File: src/rtl/fifo_axis_drain.sv
// fifo_axis_drain: drains a sample FIFO into an AXI4-Stream master framed as PKT_LEN-beat packets.
// Latency: rd_en to TVALID is 2 cycles; 1 beat/cycle sustained while TREADY is held high.
// Backpressure: 2-entry output buffer; reads stop when buffered + in-flight words would exceed it.
// Optional packet statistics counter: define FIFO_AXIS_DRAIN_STATS_EN.
module fifo_axis_drain #(
    parameter int DATA_WIDTH = 32,
    parameter int PKT_LEN    = 8,
    parameter int CNT_WIDTH  = 16
) (
    input  logic                  ACLK,
    input  logic                  ARESETn,
    input  logic                  enable,
    input  logic                  fifo_empty,
    output logic                  rd_en,
    input  logic [DATA_WIDTH-1:0] data_out,
    output logic [DATA_WIDTH-1:0] M_AXIS_TDATA,
    output logic                  M_AXIS_TVALID,
    input  logic                  M_AXIS_TREADY,
    output logic                  M_AXIS_TLAST,
    output logic                  busy,
    output logic [CNT_WIDTH-1:0]  pkt_count
);

    typedef enum logic [1:0] {
        S_IDLE   = 2'd0,
        S_RUN    = 2'd1,
        S_FINISH = 2'd2
    } state_t;

    localparam logic [CNT_WIDTH-1:0] LAST_IDX = CNT_WIDTH'(PKT_LEN - 1);

    state_t                  state_q, state_d;
    logic [CNT_WIDTH-1:0]    issue_cnt_q, issue_cnt_d;
    logic                    inflight_q, inflight_d;
    logic                    inflight_last_q, inflight_last_d;
    logic [1:0]              occ_q, occ_d;
    logic [DATA_WIDTH-1:0]   buf0_dat_q, buf0_dat_d;
    logic [DATA_WIDTH-1:0]   buf1_dat_q, buf1_dat_d;
    logic                    buf0_last_q, buf0_last_d;
    logic                    buf1_last_q, buf1_last_d;

    logic                    read_allowed;
    logic                    pop;
    logic                    issue_last;
    logic [1:0]              occ_after_pop;

    // ---------------- state machine ----------------
    always_ff @(posedge ACLK or negedge ARESETn) begin
        if (!ARESETn) begin
            state_q <= S_IDLE;
        end else begin
            state_q <= state_d;
        end
    end

    always_comb begin
        state_d = state_q;
        case (state_q)
            S_IDLE: begin
                if (enable) state_d = S_RUN;
            end
            S_RUN: begin
                if (!enable) state_d = (issue_cnt_q == '0) ? S_IDLE : S_FINISH;
            end
            S_FINISH: begin
                if (enable)                  state_d = S_RUN;
                else if (issue_cnt_q == '0)  state_d = S_IDLE;
            end
            default: state_d = S_IDLE;
        endcase
    end

    // A packet boundary with enable low never opens a new packet, keeping packets atomic.
    always_comb begin
        read_allowed = 1'b0;
        case (state_q)
            S_RUN:    read_allowed = enable || (issue_cnt_q != '0);
            S_FINISH: read_allowed = (issue_cnt_q != '0);
            default:  read_allowed = 1'b0;
        endcase
    end

    // ---------------- read issue ----------------
    assign M_AXIS_TVALID = (occ_q != 2'd0);
    assign M_AXIS_TDATA  = buf0_dat_q;
    assign M_AXIS_TLAST  = buf0_last_q && M_AXIS_TVALID;
    assign pop           = M_AXIS_TVALID && M_AXIS_TREADY;
    assign occ_after_pop = occ_q - {1'b0, pop};
    assign issue_last    = (issue_cnt_q == LAST_IDX);

    // Counting this cycle's pop lets a read overlap the drain for full throughput.
    assign rd_en = read_allowed && !fifo_empty &&
                   ((occ_after_pop + {1'b0, inflight_q}) < 2'd2);

    always_comb begin
        issue_cnt_d     = issue_cnt_q;
        inflight_d      = rd_en;
        inflight_last_d = rd_en && issue_last;
        if (rd_en) begin
            issue_cnt_d = issue_last ? '0 : issue_cnt_q + 1'b1;
        end
    end

    // ---------------- output buffer ----------------
    always_comb begin
        buf0_dat_d  = buf0_dat_q;
        buf0_last_d = buf0_last_q;
        buf1_dat_d  = buf1_dat_q;
        buf1_last_d = buf1_last_q;
        occ_d       = occ_after_pop + {1'b0, inflight_q};
        if (pop) begin
            buf0_dat_d  = buf1_dat_q;
            buf0_last_d = buf1_last_q;
        end
        if (inflight_q) begin
            if (occ_after_pop == 2'd0) begin
                buf0_dat_d  = data_out;
                buf0_last_d = inflight_last_q;
            end else begin
                buf1_dat_d  = data_out;
                buf1_last_d = inflight_last_q;
            end
        end
    end

    always_ff @(posedge ACLK or negedge ARESETn) begin
        if (!ARESETn) begin
            issue_cnt_q     <= '0;
            inflight_q      <= 1'b0;
            inflight_last_q <= 1'b0;
            occ_q           <= 2'd0;
            buf0_dat_q      <= '0;
            buf0_last_q     <= 1'b0;
            buf1_dat_q      <= '0;
            buf1_last_q     <= 1'b0;
        end else begin
            issue_cnt_q     <= issue_cnt_d;
            inflight_q      <= inflight_d;
            inflight_last_q <= inflight_last_d;
            occ_q           <= occ_d;
            buf0_dat_q      <= buf0_dat_d;
            buf0_last_q     <= buf0_last_d;
            buf1_dat_q      <= buf1_dat_d;
            buf1_last_q     <= buf1_last_d;
        end
    end

    assign busy = (state_q != S_IDLE) || (occ_q != 2'd0) || inflight_q;

    // ---------------- packet statistics ----------------
`ifdef FIFO_AXIS_DRAIN_STATS_EN
    logic [CNT_WIDTH-1:0] pkt_cnt_q, pkt_cnt_d;

    always_comb begin
        pkt_cnt_d = pkt_cnt_q;
        if (pop && M_AXIS_TLAST) pkt_cnt_d = pkt_cnt_q + 1'b1;
    end

    always_ff @(posedge ACLK or negedge ARESETn) begin
        if (!ARESETn) begin
            pkt_cnt_q <= '0;
        end else begin
            pkt_cnt_q <= pkt_cnt_d;
        end
    end

    assign pkt_count = pkt_cnt_q;
`else
    assign pkt_count = '0;
`endif

endmodule

File: config.mk
export PLATFORM = sky130hd
export DESIGN_NAME = fifo_axis_drain
export DESIGN_NICKNAME = d
export VERILOG_FILES = /design/src/rtl/fifo_axis_drain.sv
export SDC_FILE = /design/constraint.sdc
export NUM_CORES = 1
export LEC_CHECK = 0
export CORE_MARGIN = 4
export CORE_UTILIZATION = 50
export CTS_CLUSTER_DIAMETER = 150
export DETAILED_ROUTE_END_ITERATION = 8
export MAX_ROUTING_LAYER = met4
export PLACE_DENSITY_LB_ADDON = 0.2
export REMOVE_ABC_BUFFERS = 1
export SYNTH_ARGS = -nofsm -noshare
export SYNTH_HDL_FRONTEND = slang
export SYNTH_SLANG_ARGS = --single-unit
File: constraint.sdc
create_clock -name ACLK -period 4.1 [get_ports ACLK]
set_input_delay 0.41 -clock ACLK [delete_from_list [all_inputs] [get_ports ACLK]]
set_output_delay 0.41 -clock ACLK [all_outputs]
set_load 0.05 [all_outputs]
==> metrics, run 1 <==
status finished, final reports clean; pin count of the biggest net entering global routing 58; crit start category register; # port buffers 72; cts hold-fix bufs 0; CTS tree built; FP Rows 33; number of max-cap violations 0; DRT Pass-1 Iters 4; Clock Path Buffers 2; pwr/cell area 739 nW/µm²; chip width 100 µm; Area Overhead vs Synth 22.5%; share of cells above drive strength 1 16.8%; crit-path max FO 17; post-synthesis cell type count 44; first-pass GRT wire length 14,100 µm; Slew headroom 52.3%; Cells after DPL 529; cells after synthesis 366; clock period minus worst slack 3.46 ns; CP required 3.69 ns; mapped cell area 4270 µm²; setup ws final 0.642 ns; Lkg Pwr 2.42 nW; WL/cell 15.5 µm; Mean Syn Cell Area 11.7 µm²; Final Skew 0.0140 ns; final net count 480; crit path launch occ_q[1]; RSZ-0062 raised after global routing false; final hold violations 0; Worst EP arrival 3.05 ns; Final Max Slew Viols 0; Post-CTS Repair Setup Buffers 0; clock sinks 88; Starting Density 51.8%; vias in the first global route 2,914; R2R Path Start occ_q[1]; CTS HTree Levels 3; r2r setup slk 1.22 ns; Final GP Congestion 0.808; Place WS 0.905 ns; post-synthesis sequential area ratio 51.5%; num ports 89; Final period util 84.3%; worst-skew pair later-pin latency 0.35 ns; CP max stage delay 0.45 ns; maximum vdd drop 0.317 mV; Detailed Route Iter0 Violations 97; Synth Register Bits 88; root buffer cell clkbuf_8; grt ovf 0; Core Area 8260 µm²; Setup-failing EPs final 0; Die Y-Extent 100 µm; GRT Resource Usage Total 18.0%; fin cells 545; antenna viol nets, final 0; crit path kind reg2out; Worst Hold Class in2async; synthesis warning total 0; Post-route DRC 0; post_cts resized 0; Worst path most repeated cell inv_1; Worst Tran Pin Value 0.714 ns; critical path, cell by cell nor2_1 -> inv_1 -> nand2_2 -> inv_1 -> ha_1 -> inv_1 -> ha_1 -> xor2_4 -> o2111ai_4 -> and2_1 -> inv_1 -> buf_4; drt via density 5.31; Worst Setup End Kind output pin; total CTS buffers 9; DRT Wirelength 8450 µm; CP max stage cell dfrtp_1; Layout fillers 691; initial antenna violation count 0; vias 2,893; # diodes 0; Post-DP HPWL 5780 µm; die area 10,100 µm²; Reg clk slew, reported paths 0.09 ns; Max Freq 289 MHz
[kinds of logic (layout without fill, tap and decap cells)]
group,Yosys count,after routing,share of synthesized area [%]
XOR/XNOR,8,8,2.52
other,1,16,0.0877
flip-flops,88,88,51.5
multiplexers,67,67,16.7
AND/OR/NAND/NOR,82,82,9.72
adder cells (fa/ha/maj),8,8,2.34
AO/OA/AOI/OAI,65,65,10.9
buffers and inverters,47,106,6.26
[synth_stat cells (all sizes together)]
library cell,n,area share (%)
and4,1,0.20
mux2,34,9.0
nand2,7,0.61
a211oi,3,0.88
nor2b,2,0.29
nand2b,1,0.15
and2,1,0.15
nor2,44,3.9
a2111oi,1,0.64
nand3,8,0.94
dfrtp,88,52
buf,31,4.9
xor2,7,1.9
xnor2,1,0.64
o22a,1,0.20
a21boi,3,0.61
a31oi,1,0.15
nor4,3,0.73
nand3b,1,0.18
nor4b,1,0.35
inv,14,1.2
a22o,9,1.8
a21oi,37,4.3
mux2i,33,7.7
o21ai,2,0.23
o32ai,1,0.20
a22oi,3,0.53
or2,2,0.29
clkbuf,2,0.18
o2111ai,1,0.61
nor3,5,0.59
nand4,4,1.1
o2bb2ai,3,0.61
or3,2,0.29
ha,8,2.3
conb,1,0.088
[power breakdown]
group	switching [W]	leakage [nW]	internal [W]
logic	0.00108	1.20	0.000729
clock network	0.000318	0.107	0.000350
registers	0.000196	1.11	0.00120
[cell usage in the layout, fill, tap and decap left out, types with 7 or more instances in the layout]
master	n
nor2_1	44
inv_1	14
dfrtp_1	88
ha_1	8
nand3_1	7
a22o_1	9
clkdlybuf4s50_1	70
conb_1	16
mux2_2	34
a21oi_1	37
clkbuf_8	9
mux2i_1	33
[worst max-delay path: cells and delay by family, from the launching register on]
family | cells | cell delay (ns)
xor gates and xnor gates | 1 | 0.25
DFF | 1 | 0.45
buffers and inverters | 5 | 0.46
AOI/OAI and AO/OA | 1 | 0.34
adders and majority gates | 2 | 0.59
and+or+nand+nor | 3 | 0.60
[cell type report]
cell class	count	area, µm²	share of cell area (%)
multi-input combinational	246	1880	35.9
clock inverter	7	101	1.94
timing repair buffer	76	746	14.2
sequential	88	2200	42.1
clock buffer	9	124	2.37
tap	105	131	2.51
inverter	14	52.6	1.00
[state kept, by name, indices dropped and copies added (netlist names)]
signal	flops
buf1_last_q	1
issue_cnt_q	16
state_q	2
buf0_last_q	1
M_AXIS_TDATA	32
occ_q	2
buf1_dat_q	32
inflight_q	1
inflight_last_q	1
[through the flow]
step	hold slack, ns	utilization (%)	TNS [ns]	area, µm²	power, W
4_1_cts	0.130	63.4	0	5240	0.00391
6_report	0.100	63.4	0	5240	0.00387
3_5_place_dp	0.491	60.7	0	5010	0.00324
2_1_floorplan	0.114	-	-26.14	4120	0.00268
5_1_grt	0.161	63.4	0	5240	0.00409
3_3_place_gp	0.482	60.7	0	5010	0.00318
[per-layer routing]
layer,up-vias,global-route usage [%],routed length (µm)
li1,1394,-,-
met1,1428,24.6,3940
met2,63,28.3,4000
met3,8,2.42,402
met4,0,5.60,105
met5,-,-,0
[path summary, 6_finish.rpt]
check	to	cells past startpoint
worst min register to register	issue_cnt_q[15]	1
max in group asynchronous	buf1_dat_q[17]	2
worst max-delay path	rd_en	12
worst min-delay path	buf1_dat_q[3]	1
min in group ACLK	issue_cnt_q[15]	1
worst max register to register	issue_cnt_q[0]	11
(Power assumes the default switching activity.)
==> run 2, diff against run 1 <==
clock period = 3.63 ns   (was 4.1 ns; I/O delays follow)
==> metrics, run 2 (synthesis results as in run 1) <==
Layout fillers 674; GRT Resource Usage Total 17.9%; final hold violations 0; status finished, final reports clean; first-pass GRT wire length 13,800 µm; post_cts resized 0; Cells after DPL 530; number of max-cap violations 0; CTS tree built; Setup-failing EPs final 0; Place WS 0.555 ns; # port buffers 72; crit start category register; initial antenna violation count 0; Max Freq 292 MHz; crit path kind reg2out; crit-path max FO 17; fin cells 546; chip width 100 µm; Slew headroom 44.2%; register area 2200 µm²; DRT Pass-1 Iters 4; Area Overhead vs Synth 22.5%; # diodes 0; Reg clk slew, reported paths 0.09 ns; commonest cells after routing, fill and taps aside 88 x dfrtp_1, 70 x clkdlybuf4s50_1, 44 x nor2_1; Final period util 94.2%; Worst Hold Class in2async; Die Y-Extent 100 µm; clock period minus worst slack 3.42 ns; share of cells above drive strength 1 17.0%; Detailed Route Iter0 Violations 99; WL/cell 15.6 µm; cts hold-fix bufs 0; Final Skew 0.00966 ns; vias in the first global route 2,846; DRT Wirelength 8500 µm; Clock Path Buffers 2; worst-skew pair later-pin latency 0.36 ns; Worst EP arrival 3.06 ns; FP Rows 33; clock sinks 88; Worst Setup End Kind output pin; Post-DP HPWL 5810 µm; Core Area 8260 µm²; Final GP Congestion 0.888; Worst Tran Pin Value 0.837 ns; setup ws final 0.210 ns; total CTS buffers 9; die area 10,100 µm²; CTS HTree Levels 3; Lkg Pwr 2.42 nW; multi-input logic area 1880 µm²; num ports 89; vias 2,892; pwr/cell area 825 nW/µm²; Final Max Slew Viols 0; maximum vdd drop 0.299 mV; Post-CTS Repair Setup Buffers 0; RSZ-0062 raised after global routing false; drt via density 5.30; Starting Density 51.8%; final net count 481; pin count of the biggest net entering global routing 67; Post-route DRC 0; root buffer cell clkbuf_8; grt ovf 0; commonest non-fill, non-tap cell in the layout dfrtp_1; CP required 3.27 ns; antenna viol nets, final 0; r2r setup slk 0.80 ns
-- run 2: area by class of cell --
type	count	area share (%)
clock buffer	10	2.63
clock inverter	6	1.29
inverter	14	1.00
multi-input combinational	246	35.9
sequential	88	42.1
tap	105	2.51
timing repair buffer	77	14.6
-- run 2: power by group --
group          switching (W)  internal (W)  leakage, nW  total, W
clock network       0.000361      0.000339       0.0989  0.000700
logic                0.00121      0.000831         1.21   0.00205
registers           0.000217       0.00136         1.11   0.00157
total                0.00179       0.00253         2.42   0.00432
-- run 2: critical path, stage by stage, from the launching register on --
cell,delay (ns)
dfrtp_1,0.46
nor2_1,0.20
inv_1,0.09
nand2_2,0.08
inv_1,0.04
ha_1,0.35
inv_1,0.07
ha_1,0.24
xor2_4,0.25
nand4_4,0.31
and2_1,0.33
inv_1,0.13
buf_12,0.15
-- run 2: per-layer routing --
metal | routed length (µm) | part of all wire, % | GRT usage (%)
met2 | 4060 | 48 | 27.3
met5 | 0 | 0 | -
met3 | 408 | 4.8 | 2.70
met1 | 3900 | 46 | 24.2
met4 | 125 | 1.5 | 7.25
-- run 2: path summary, 6_finish.rpt --
kind                                 startpoint         endpoint  depth (start not counted)
worst max-delay path                   occ_q[1]            rd_en                         12
worst min-delay path                    ARESETn  M_AXIS_TDATA[3]                          1
worst max register to register         occ_q[1]   issue_cnt_q[0]                         11
worst min register to register  issue_cnt_q[15]  issue_cnt_q[15]                          1
max in group asynchronous               ARESETn   buf1_dat_q[20]                          2
min in group ACLK               issue_cnt_q[15]  issue_cnt_q[15]                          1
-- run 2: through the flow --
stage | TNS, ns | hold WS (ns) | area (µm²) | util [%] | power, W
detailed placement | 0 | 0.477 | 5030 | 60.9 | 0.00367
finish | 0 | 0.0885 | 5240 | 63.4 | 0.00432
global route | 0 | 0.166 | 5240 | 63.4 | 0.00457
global placement | 0 | 0.480 | 5030 | 60.9 | 0.00361
floorplan | -60.10 | 0.0674 | 4120 | - | 0.00303
CTS | 0 | 0.119 | 5240 | 63.4 | 0.00437
